## src/rtl/instruction_encoder_if.sv

```systemverilog
// Command-in / FIFO-write-out bundle for the instruction encoder.
// The master side drives commands and FIFO status; the slave side packs and writes words.
interface instruction_encoder_if;
   logic        cmd_valid;
   logic        cmd_ready;
   logic        inst_type;
   logic        vertice_num;
   logic [47:0] coordinates;
   logic        layer_num;
   logic        fill_type;
   logic [23:0] color_code;
   logic [1:0]  texture_code;
   logic [3:0]  alpha_val;
   logic        fifo_full;
   logic [81:0] fifo_wdata;
   logic        fifo_wenable;

   modport master (
      output cmd_valid, inst_type, vertice_num, coordinates, layer_num,
             fill_type, color_code, texture_code, alpha_val, fifo_full,
      input  cmd_ready, fifo_wdata, fifo_wenable
   );

   modport slave (
      input  cmd_valid, inst_type, vertice_num, coordinates, layer_num,
             fill_type, color_code, texture_code, alpha_val, fifo_full,
      output cmd_ready, fifo_wdata, fifo_wenable
   );
endinterface

```

## src/rtl/instruction_encoder.sv

```systemverilog
// Packs draw/alpha commands into 82-bit words; one-cycle latency, one word per cycle.
// A single holding register stalls on fifo_full, which deasserts cmd_ready while a word waits.
module instruction_encoder (
   input  logic                  clk,
   input  logic                  n_rst,
   instruction_encoder_if.slave  bus,
   output logic                  busy,
   output logic [15:0]           word_count
);

   typedef struct packed {
      logic [3:0]  alpha;
      logic [1:0]  texture;
      logic [23:0] color;
      logic        fill;
      logic        layer;
      logic [15:0] v2;
      logic [15:0] v1;
      logic [15:0] v0;
      logic        vnum;
      logic        itype;
   } inst_word_t;

   typedef enum logic {IDLE, HOLD} state_t;

   state_t     state;
   inst_word_t held;
   inst_word_t packed_cmd;
   logic       accept;
   logic       write;

   always_comb begin
      packed_cmd       = '0;
      packed_cmd.itype = bus.inst_type;
      packed_cmd.alpha = bus.alpha_val;
      // Alpha-only words carry nothing but the type bit and alpha.
      if (!bus.inst_type) begin
         packed_cmd.vnum  = bus.vertice_num;
         packed_cmd.v0    = bus.coordinates[15:0];
         packed_cmd.v1    = bus.coordinates[31:16];
         packed_cmd.v2    = bus.vertice_num ? bus.coordinates[47:32] : 16'd0;
         packed_cmd.layer = bus.layer_num;
         packed_cmd.fill  = bus.fill_type;
         if (bus.fill_type)
            packed_cmd.texture = bus.texture_code;
         else
            packed_cmd.color = bus.color_code;
      end
   end

   assign write            = (state == HOLD) && !bus.fifo_full;
   assign bus.cmd_ready    = (state == IDLE) || write;
   assign accept           = bus.cmd_valid && bus.cmd_ready;
   assign bus.fifo_wenable = write;
   assign bus.fifo_wdata   = held;
   assign busy             = (state == HOLD);

   always_ff @(posedge clk or negedge n_rst) begin
      if (!n_rst) begin
         state      <= IDLE;
         held       <= '0;
         word_count <= 16'd0;
      end else begin
         if (write)
            word_count <= word_count + 16'd1;
         case (state)
            IDLE: begin
               if (accept) begin
                  held  <= packed_cmd;
                  state <= HOLD;
               end
            end
            HOLD: begin
               // Draining and refilling on the same edge keeps full throughput.
               if (accept)
                  held <= packed_cmd;
               else if (write)
                  state <= IDLE;
            end
            default: state <= IDLE;
         endcase
      end
   end

endmodule

```

## src/flat_wrapper.sv

```systemverilog
// flat-port wrapper written by rule: the top's interface ports become plain ports
module instruction_encoder_flat 
  (clk, n_rst, busy, word_count, bus_cmd_valid, bus_inst_type, bus_vertice_num, bus_coordinates, bus_layer_num, bus_fill_type, bus_color_code, bus_texture_code, bus_alpha_val, bus_fifo_full, bus_cmd_ready, bus_fifo_wdata, bus_fifo_wenable);
  instruction_encoder_if bus_i ();
  input  logic clk;
  input  logic n_rst;
  output logic busy;
  output logic [15:0] word_count;
  input wire logic [$bits(bus_i.cmd_valid)-1:0] bus_cmd_valid;
  input wire logic [$bits(bus_i.inst_type)-1:0] bus_inst_type;
  input wire logic [$bits(bus_i.vertice_num)-1:0] bus_vertice_num;
  input wire logic [$bits(bus_i.coordinates)-1:0] bus_coordinates;
  input wire logic [$bits(bus_i.layer_num)-1:0] bus_layer_num;
  input wire logic [$bits(bus_i.fill_type)-1:0] bus_fill_type;
  input wire logic [$bits(bus_i.color_code)-1:0] bus_color_code;
  input wire logic [$bits(bus_i.texture_code)-1:0] bus_texture_code;
  input wire logic [$bits(bus_i.alpha_val)-1:0] bus_alpha_val;
  input wire logic [$bits(bus_i.fifo_full)-1:0] bus_fifo_full;
  output wire logic [$bits(bus_i.cmd_ready)-1:0] bus_cmd_ready;
  output wire logic [$bits(bus_i.fifo_wdata)-1:0] bus_fifo_wdata;
  output wire logic [$bits(bus_i.fifo_wenable)-1:0] bus_fifo_wenable;
  assign bus_i.cmd_valid = bus_cmd_valid;
  assign bus_i.inst_type = bus_inst_type;
  assign bus_i.vertice_num = bus_vertice_num;
  assign bus_i.coordinates = bus_coordinates;
  assign bus_i.layer_num = bus_layer_num;
  assign bus_i.fill_type = bus_fill_type;
  assign bus_i.color_code = bus_color_code;
  assign bus_i.texture_code = bus_texture_code;
  assign bus_i.alpha_val = bus_alpha_val;
  assign bus_i.fifo_full = bus_fifo_full;
  assign bus_cmd_ready = bus_i.cmd_ready;
  assign bus_fifo_wdata = bus_i.fifo_wdata;
  assign bus_fifo_wenable = bus_i.fifo_wenable;
  instruction_encoder u_core (.clk(clk), .n_rst(n_rst), .bus(bus_i), .busy(busy), .word_count(word_count));
endmodule
```

## config.mk

```make
export PLATFORM = sky130hd
export DESIGN_NAME = instruction_encoder_flat
export DESIGN_NICKNAME = d
export VERILOG_FILES = /design/src/rtl/instruction_encoder_if.sv /design/src/rtl/instruction_encoder.sv /design/src/flat_wrapper.sv
export SDC_FILE = /design/constraint.sdc
export NUM_CORES = 1
export LEC_CHECK = 0
export ABC_AREA = 1
export CAP_MARGIN = 20
export CORE_UTILIZATION = 42
export DETAILED_ROUTE_END_ITERATION = 12
export PLACE_DENSITY = 0.84
export SYNTH_ARGS = -nofsm -noshare
export SYNTH_HDL_FRONTEND = slang
export SYNTH_SLANG_ARGS = --single-unit
export TNS_END_PERCENT = 10
```

## constraint.sdc

```tcl
create_clock -name clk -period 1.6 [get_ports clk]
set_input_delay 0.32 -clock clk [delete_from_list [all_inputs] [get_ports clk]]
set_output_delay 0.32 -clock clk [all_outputs]
set_load 0.02 [all_outputs]
```

==> results.txt, run 1 <==
The clock drives 99 sinks. Measured along the x axis, the die boundary spans 102 µm. The clock transition at the register clock pins on the worst setup and hold paths after CTS came out at 0.09 ns.

The routed length on met2 came out at 5200 µm. Of the post-synthesis cell area, the dominant cell type holds 0.595. The first-pass detailed-route iteration total is 4.

The later pin in the worst-skew pair is clocked with a latency of 0.35 ns. Setup violations remaining at the end of the flow were counted as 0. Power spread over the standard cell area amounts to 951 mW/mm².

The post-synthesis cell area came out at 0.00416 mm². The cell area reported after detailed placement came out at 0.00628 mm². Detailed routing inserted a total of 3574 vias. After synthesis, the cell types taking the most area are dfrtp_1 59%, nand2_1 8.4%, a22o_1 7.2%.

Among all stages on the critical path, the largest delay is contributed by dfrtp_1. Subtracting the final worst setup slack from the clock period gives 1.47 ns. On the critical path the largest part of the delay comes from flip-flops.

For the pin with the worst max-slew slack, the measured transition is 0.543 ns. The maximum operating frequency is 680 MHz. The worst register-to-register path ends at u_core.word_count[14]$_DFFE_PN0P_. In this run the clock root is driven by a clkbuf_8. The flop and latch count out of synthesis is 99.

TritonCTS created 9 clock buffers. The share of async-settable or async-resettable flops after synthesis is 1.00. The count of distinct cell types in the synthesized netlist is 29. The effective utilization at floorplan is 0.442. The number of instances in the synthesized netlist is 398. Setup repair after global routing left no endpoint under its margin. Buffers inserted to repair hold after CTS numbered 0. The type of element launching the critical path is a register.

The share of post-route cells with drive strength above 1 is 0.122. The synthesized net count is 485. The HPWL after detailed placement came out at 7790 µm.

STA classifies the critical path endpoint as an output pin. The required time at the worst-slack endpoint came out at 1.28 ns. The total wirelength of the detailed-routed design came out at 10500 µm.

For this block, the initial DRC count from the detailed router was 124. The overall power is 6.02 mW. The count of placed standard cells in the final layout, fillers left out is 725. The number of cells on the critical path is 1. The most critical setup path has its startpoint at u_core.word_count[1]$_DFFE_PN0P_. In the post-synthesis netlist, the cell with the most instances is dfrtp_1.

The run finished, with violations left. The number of routed nets with antenna violations is 0. After routing the design area is 0.00633 mm². The critical path goes through dlygate4sd2_1. The area of the die came out at 0.0103 mm². The met1 layer wirelength in the final routing is 4440 µm. The slack of the worst reg-to-reg path is 0.21 ns.

The final clock skew is 0.0140 ns. The total of warnings raised by yosys is 0. The commonest cells after synthesis are 99 x dfrtp_1, 93 x nand2_1, 48 x nand3_1, 34 x a22o_1, 23 x inv_1. The sequential fraction of the synthesis area came out at 0.595.

The area occupied by multi-input gates is 0.00143 mm². The I/O pin count is 187. The setup TNS after final layout came out at 0 ns. The startpoint identified for the worst register-to-register timing path is u_core.word_count[1]$_DFFE_PN0P_. From bottom edge to top edge, the die measures 102 µm.

The overall global routing resource usage came out at 0.208. The type of the most critical hold path is in -> async. Data arrives at the worst endpoint at 1.15 ns. The largest net degree at the start of global routing is 100. The number of enable-type register cells in the synthesized netlist is 0. The hold violation count in the final report is 6. The worst ir drop on vdd came out at 0.425 mV.

The final period utilization came out at 0.918. The via count normalized by instance count came out at 4.93. The repair_antennas step left the layout with diodes totalling 0. Together, buffers and inverters on the worst path number 1.

The via count of the first global-routing pass is 3539. TritonCTS built the clock tree. The floorplan has 35 rows. The core footprint came out at 0.00942 mm². The worst pin sits at a relative slew slack of 0.638.

The reported leakage power is 3.31 nW. The first global-routing pass estimated 16800 µm of wire. The biggest area consumer among synthesized cells is dfrtp_1. The prevailing post-synth register cell is dfrtp_1. The tool flagged a number of max-cap violations equal to 0. The number of setup buffers added after CTS is 0. The average wire per standard cell is 14.5 µm. The final reports fail on negative hold slack. The worst hold slack came out at -0.0126 ns. The post-synthesis average cell area came out at 10.5 µm². Counting along the longest clock path gives a buffer depth of 2. The filler cell count is 803.

The residual DRC count came out at 0. The worst setup path endpoint is word_count[1]. The worst-case reg-to-reg path depth came out at 8. The area occupied by registers is 0.00248 mm². The area growth from synthesis to final layout came out at 52.0%. The number of levels in the clock H-tree came out at 3. The critical path is of the reg -> out type. In this run, placement finished with an instance count of 710. The wire length on met3 is 738 µm. In this design, the stage delay of the slowest critical-path cell is 0.44 ns. The count of input and output buffers is 186. The number of slew-limit violations in the final report is 0. For this run the aggregate overflow at the end of global routing stands at 0.

The routability congestion estimate from global placement is 0.798. The initial antenna violation count came to 0. The largest driver fanout on the critical path came out at 5. The final net count came out at 679. After detailed routing, no signal wire sits above met4.
==> stage by stage <==
stage / utilization / setup slack, ns
4_1_cts: 0.673 / 0.0297
3_5_place_dp: 0.667 / -0.271
2_1_floorplan: - / 0.269
3_3_place_gp: 0.667 / -0.254
5_1_grt: 0.672 / 0.0884
6_report: 0.672 / 0.130
==> metal layers <==
layer | vias to the layer above | global-route usage
met3 | 14 | 0.0476
li1 | 1705 | -
met5 | - | 0
met2 | 137 | 0.363
met1 | 1718 | 0.254
met4 | 0 | 0.0713
==> layout by cell type (no fill, tap or decap), drive strengths merged, types with 20 or more instances in the layout <==
cell	instances
a22o	34
buf	20
clkdlybuf4s50	84
dfrtp	99
dlygate4sd2	99
inv	25
nand2	110
nand3	48
nor2	21
o21ai	24
==> layout make-up <==
class | count | share of cell area
sequential | 99 | 0.392
timing repair buffer | 205 | 0.315
multi-input combinational | 253 | 0.225
tap | 129 | 0.0255
clock buffer | 10 | 0.0218
inverter | 24 | 0.0146
clock inverter | 5 | 0.00613
==> how the worst min path moves through the flow <==
stage                     cells past startpoint                                    to   from
final                                         2      u_core.word_count[6]$_DFFE_PN0P_  n_rst
after global routing                          2      u_core.word_count[8]$_DFFE_PN0P_  n_rst
after CTS                                     2      u_core.word_count[8]$_DFFE_PN0P_  n_rst
after detailed placement                      2      u_core.word_count[8]$_DFFE_PN0P_  n_rst
after global placement                        2      u_core.word_count[8]$_DFFE_PN0P_  n_rst
after floorplan                               0  u_core.bus.fifo_wdata[0]$_DFFE_PN0P_  n_rst
==> cell families after synthesis <==
| kind of cell | after synthesis | synth area share |
|---|---|---|
| AND/OR/NAND/NOR | 184 | 0.209 |
| buffers and inverters | 46 | 0.0628 |
| adder cells (fa/ha/maj) | 1 | 0.00300 |
| AO/OA/AOI/OAI | 58 | 0.109 |
| flip-flops | 99 | 0.595 |
| XOR/XNOR | 10 | 0.0210 |
==> state kept, by name (all words and copies together), names as in the netlist <==
name                   flops
u_core.bus.fifo_wdata     82
u_core.busy                1
u_core.word_count         16
==> repair_timing <==
item / in CTS / in global routing
gates resized for setup: 104 / 2
endpoints found under the setup margin: 101 / 2
pin swaps: 0 / 0
==> power breakdown <==
part / switching, mW / leakage [nW] / internal, mW
sequential: 0.209 / 1.29 / 2.77
combinational: 0.872 / 1.93 / 0.717
clock: 0.842 / 0.0887 / 0.609
No activity file was read; power rests on OpenSTA's default activity.
==> inputs of run 2 (changes only) <==
--- a/config.mk
+++ b/config.mk
@@ -10,7 +10,8 @@
 export CORE_UTILIZATION = 42
 export DETAILED_ROUTE_END_ITERATION = 12
 export PLACE_DENSITY = 0.84
+export SETUP_SLACK_MARGIN = 0.15
 export SYNTH_ARGS = -nofsm -noshare
 export SYNTH_HDL_FRONTEND = slang
 export SYNTH_SLANG_ARGS = --single-unit
-export TNS_END_PERCENT = 10
+export TNS_END_PERCENT = 50
==> run 2 against run 1 <==
  * The flow now finishes without violations
  * Non-clock buffer count unchanged
  * Worst setup slack better by 0.058 ns
  * Routed wire length up 0.31%
  * Highest routed layer unchanged
  * Maximum frequency up 4.1%
  * Register-to-register slack about the same
  * Cell area about the same
  * Hold slack better by 0.013 ns
  * Clock power about the same
  * Critical path depth unchanged
==> results.txt, run 2 (same netlist as run 1, synthesis figures left out) <==
The library cell used most frequently in the layout, excluding fill and tap cells, is dfrtp_1. For this run, the share of the core covered by cells in the final layout is 0.673. The total wirelength of the detailed-routed design came out at 10600 µm. The worst register-to-register path ends at u_core.word_count[14]$_DFFE_PN0P_.

The library cells used most frequently in the layout, excluding fill and tap cells, are 98 x dfrtp_1, 93 x nand2_1, 85 x dlygate4sd2_1. The number of levels in the clock H-tree came out at 3. The clock latency on the worst-skew pair came out at 0.35 ns. In this run the tool buffered the top-level ports with 186 buffer cells.

The via count of the routed design is 3583. The slew at the pin closest to its max-slew limit came out at 0.536 ns. Max-cap violations in this run came to 0. The design area came out at 0.00633 mm². The clock passes through at most 2 buffers.

The type of the most critical hold path is in -> async. The width of the die is 102 µm. The power per cell area came out at 955 mW/mm². For this design, the slowest cell found on the critical path is dfrtp_1. The overall power is 6.05 mW.

The total number of clock tree sinks came out at 99. The worst path meets setup with 0.188 ns of slack. The relative slew slack is 0.643. The cell area reported after detailed placement came out at 0.00628 mm². The average wire per standard cell came out at 14.6 µm. The worst setup path is captured at an output pin.

The HPWL after detailed placement is 7790 µm. The number of slew-limit violations in the final report came to 0. The final period utilization is 0.882. The maximum operating frequency is 708 MHz. Setup repair after global routing could not meet its margin everywhere. The buffer cell driving the clock tree root is clkbuf_8. The wire length of the first global-routing pass came out at 16700 µm.

The share of post-route cells with drive strength above 1 is 0.138. The worst-case reg-to-reg path depth came out at 8. The time the worst path needs with I/O delays and setup came out at 1.41 ns.

The arrival time reported for the critical path endpoint is 1.09 ns. The register with the most flip-flops in the layout has 82 of them. The total CTS buffers came out at 9.

The total setup buffers inserted after CTS came out at 0. The reported leakage power is 3.28 nW. The number of rows in the core area is 35. In the routed design, unresolved DRC markers number 0. The largest driver fanout on the critical path came out at 4. The number of setup violations in the final report is 0.

The critical path goes through dlygate4sd2_1. The first detailed-routing pass ran for 5 iterations. The I/O pin count is 187. The family of cells with the greatest summed delay on the critical path is flip-flops. The via count of the first global-routing pass came to 3535. The hold violation count in the final report is 0. The largest net degree at the start of global routing came out at 100.

The initial utilization of the core area, before any placement, comes to 0.442. Clock-pin slew was measured on the worst setup and hold paths at 0.09 ns. The number of antenna diodes in the final layout is 0. The final net count is 679. Data on the critical path is required at its endpoint by 1.28 ns. The final clock skew came out at 0.0140 ns. The area growth from synthesis to final layout is 52.1%.

The violation count after the first detailed-routing iteration is 121. In the global route stage, overall resource usage came out at 0.208. Across all hold checks on the routed design, the worst slack comes to 0.0000367 ns. The routability congestion estimate from global placement is 0.798. TritonCTS built the clock tree. Setup slack on the worst reg-to-reg path comes out at 0.20 ns.

The worst setup path is launched from a register. The initial antenna violation count is 0. The worst ir drop on vdd is 0.425 mV.

The flow ran to the end, and the final reports show no timing, DRC or antenna violations. Summed over all layers, the global routing overflow is 0. The startpoint identified for the worst register-to-register timing path is u_core.word_count[1]$_DFFE_PN0P_. From bottom edge to top edge, the die measures 102 µm. The classification of the worst setup path is reg -> out. In the routed layout, each cell is associated on average with a via count of 4.94. The count of buffer and inverter cells on the critical path came out at 1. The total area inside the core boundary comes to 0.00942 mm². The area of the die is 0.0103 mm². The number of routed nets with antenna violations came out at 0. In this design, the stage delay of the slowest critical-path cell is 0.42 ns. The setup slack at placement came out at -0.271 ns.
-- run 2: how the worst max path moves through the flow --
stage / from / to / slack, ns / cells past startpoint
2_1_floorplan: u_core.word_count[1]$_DFFE_PN0P_ / u_core.word_count[14]$_DFFE_PN0P_ / 0.27 / 8
3_3_place_gp: bus_fifo_full / bus_cmd_ready / -0.25 / 4
3_5_place_dp: bus_fifo_full / bus_fifo_wenable / -0.27 / 5
4_1_cts: u_core.word_count[9]$_DFFE_PN0P_ / word_count[9] / 0.15 / 1
5_1_grt: u_core.bus.fifo_wdata[61]$_DFFE_PN0P_ / bus_fifo_wdata[61] / 0.14 / 1
6_report: u_core.word_count[11]$_DFFE_PN0P_ / word_count[11] / 0.19 / 1
-- run 2: per-stage QoR --
step / std cells / TNS [ns]
6_report: 725 / 0
5_1_grt: 725 / 0
2_1_floorplan: 398 / 0
4_1_cts: 725 / 0
3_3_place_gp: 710 / -8.43
3_5_place_dp: 710 / -11.11
-- run 2: power by group --
| part | total [mW] | internal [mW] | switching [mW] |
|---|---|---|---|
| Sequential | 2.98 | 2.77 | 0.211 |
| Clock | 1.45 | 0.609 | 0.845 |
| Combinational | 1.61 | 0.739 | 0.874 |
| Total | 6.05 | 4.12 | 1.93 |
-- run 2: repair_timing --
item | CTS | global route
cloned | 0 | 0
hold buffers | 0 | 0
endpoints found under the hold margin | 0 | 0
endpoints found under the setup margin | 101 | 26
resized for setup | 122 | 10
-- run 2: area by class of cell --
| type | count | area [µm²] |
|---|---|---|
| fill | 796 | 3080 |
| multi-input combinational | 253 | 1430 |
| inverter | 24 | 92.6 |
| clock inverter | 5 | 38.8 |
| clock buffer | 10 | 138 |
| timing repair buffer | 205 | 2000 |
| sequential | 99 | 2480 |
| tap | 129 | 161 |
-- run 2: metal layers --
metal	up-vias	global-route usage	wire length, µm
li1	1705	-	-
met1	1720	0.254	4430
met2	144	0.363	5220
met3	14	0.0476	756
met4	0	0.0713	174
met5	-	0	0
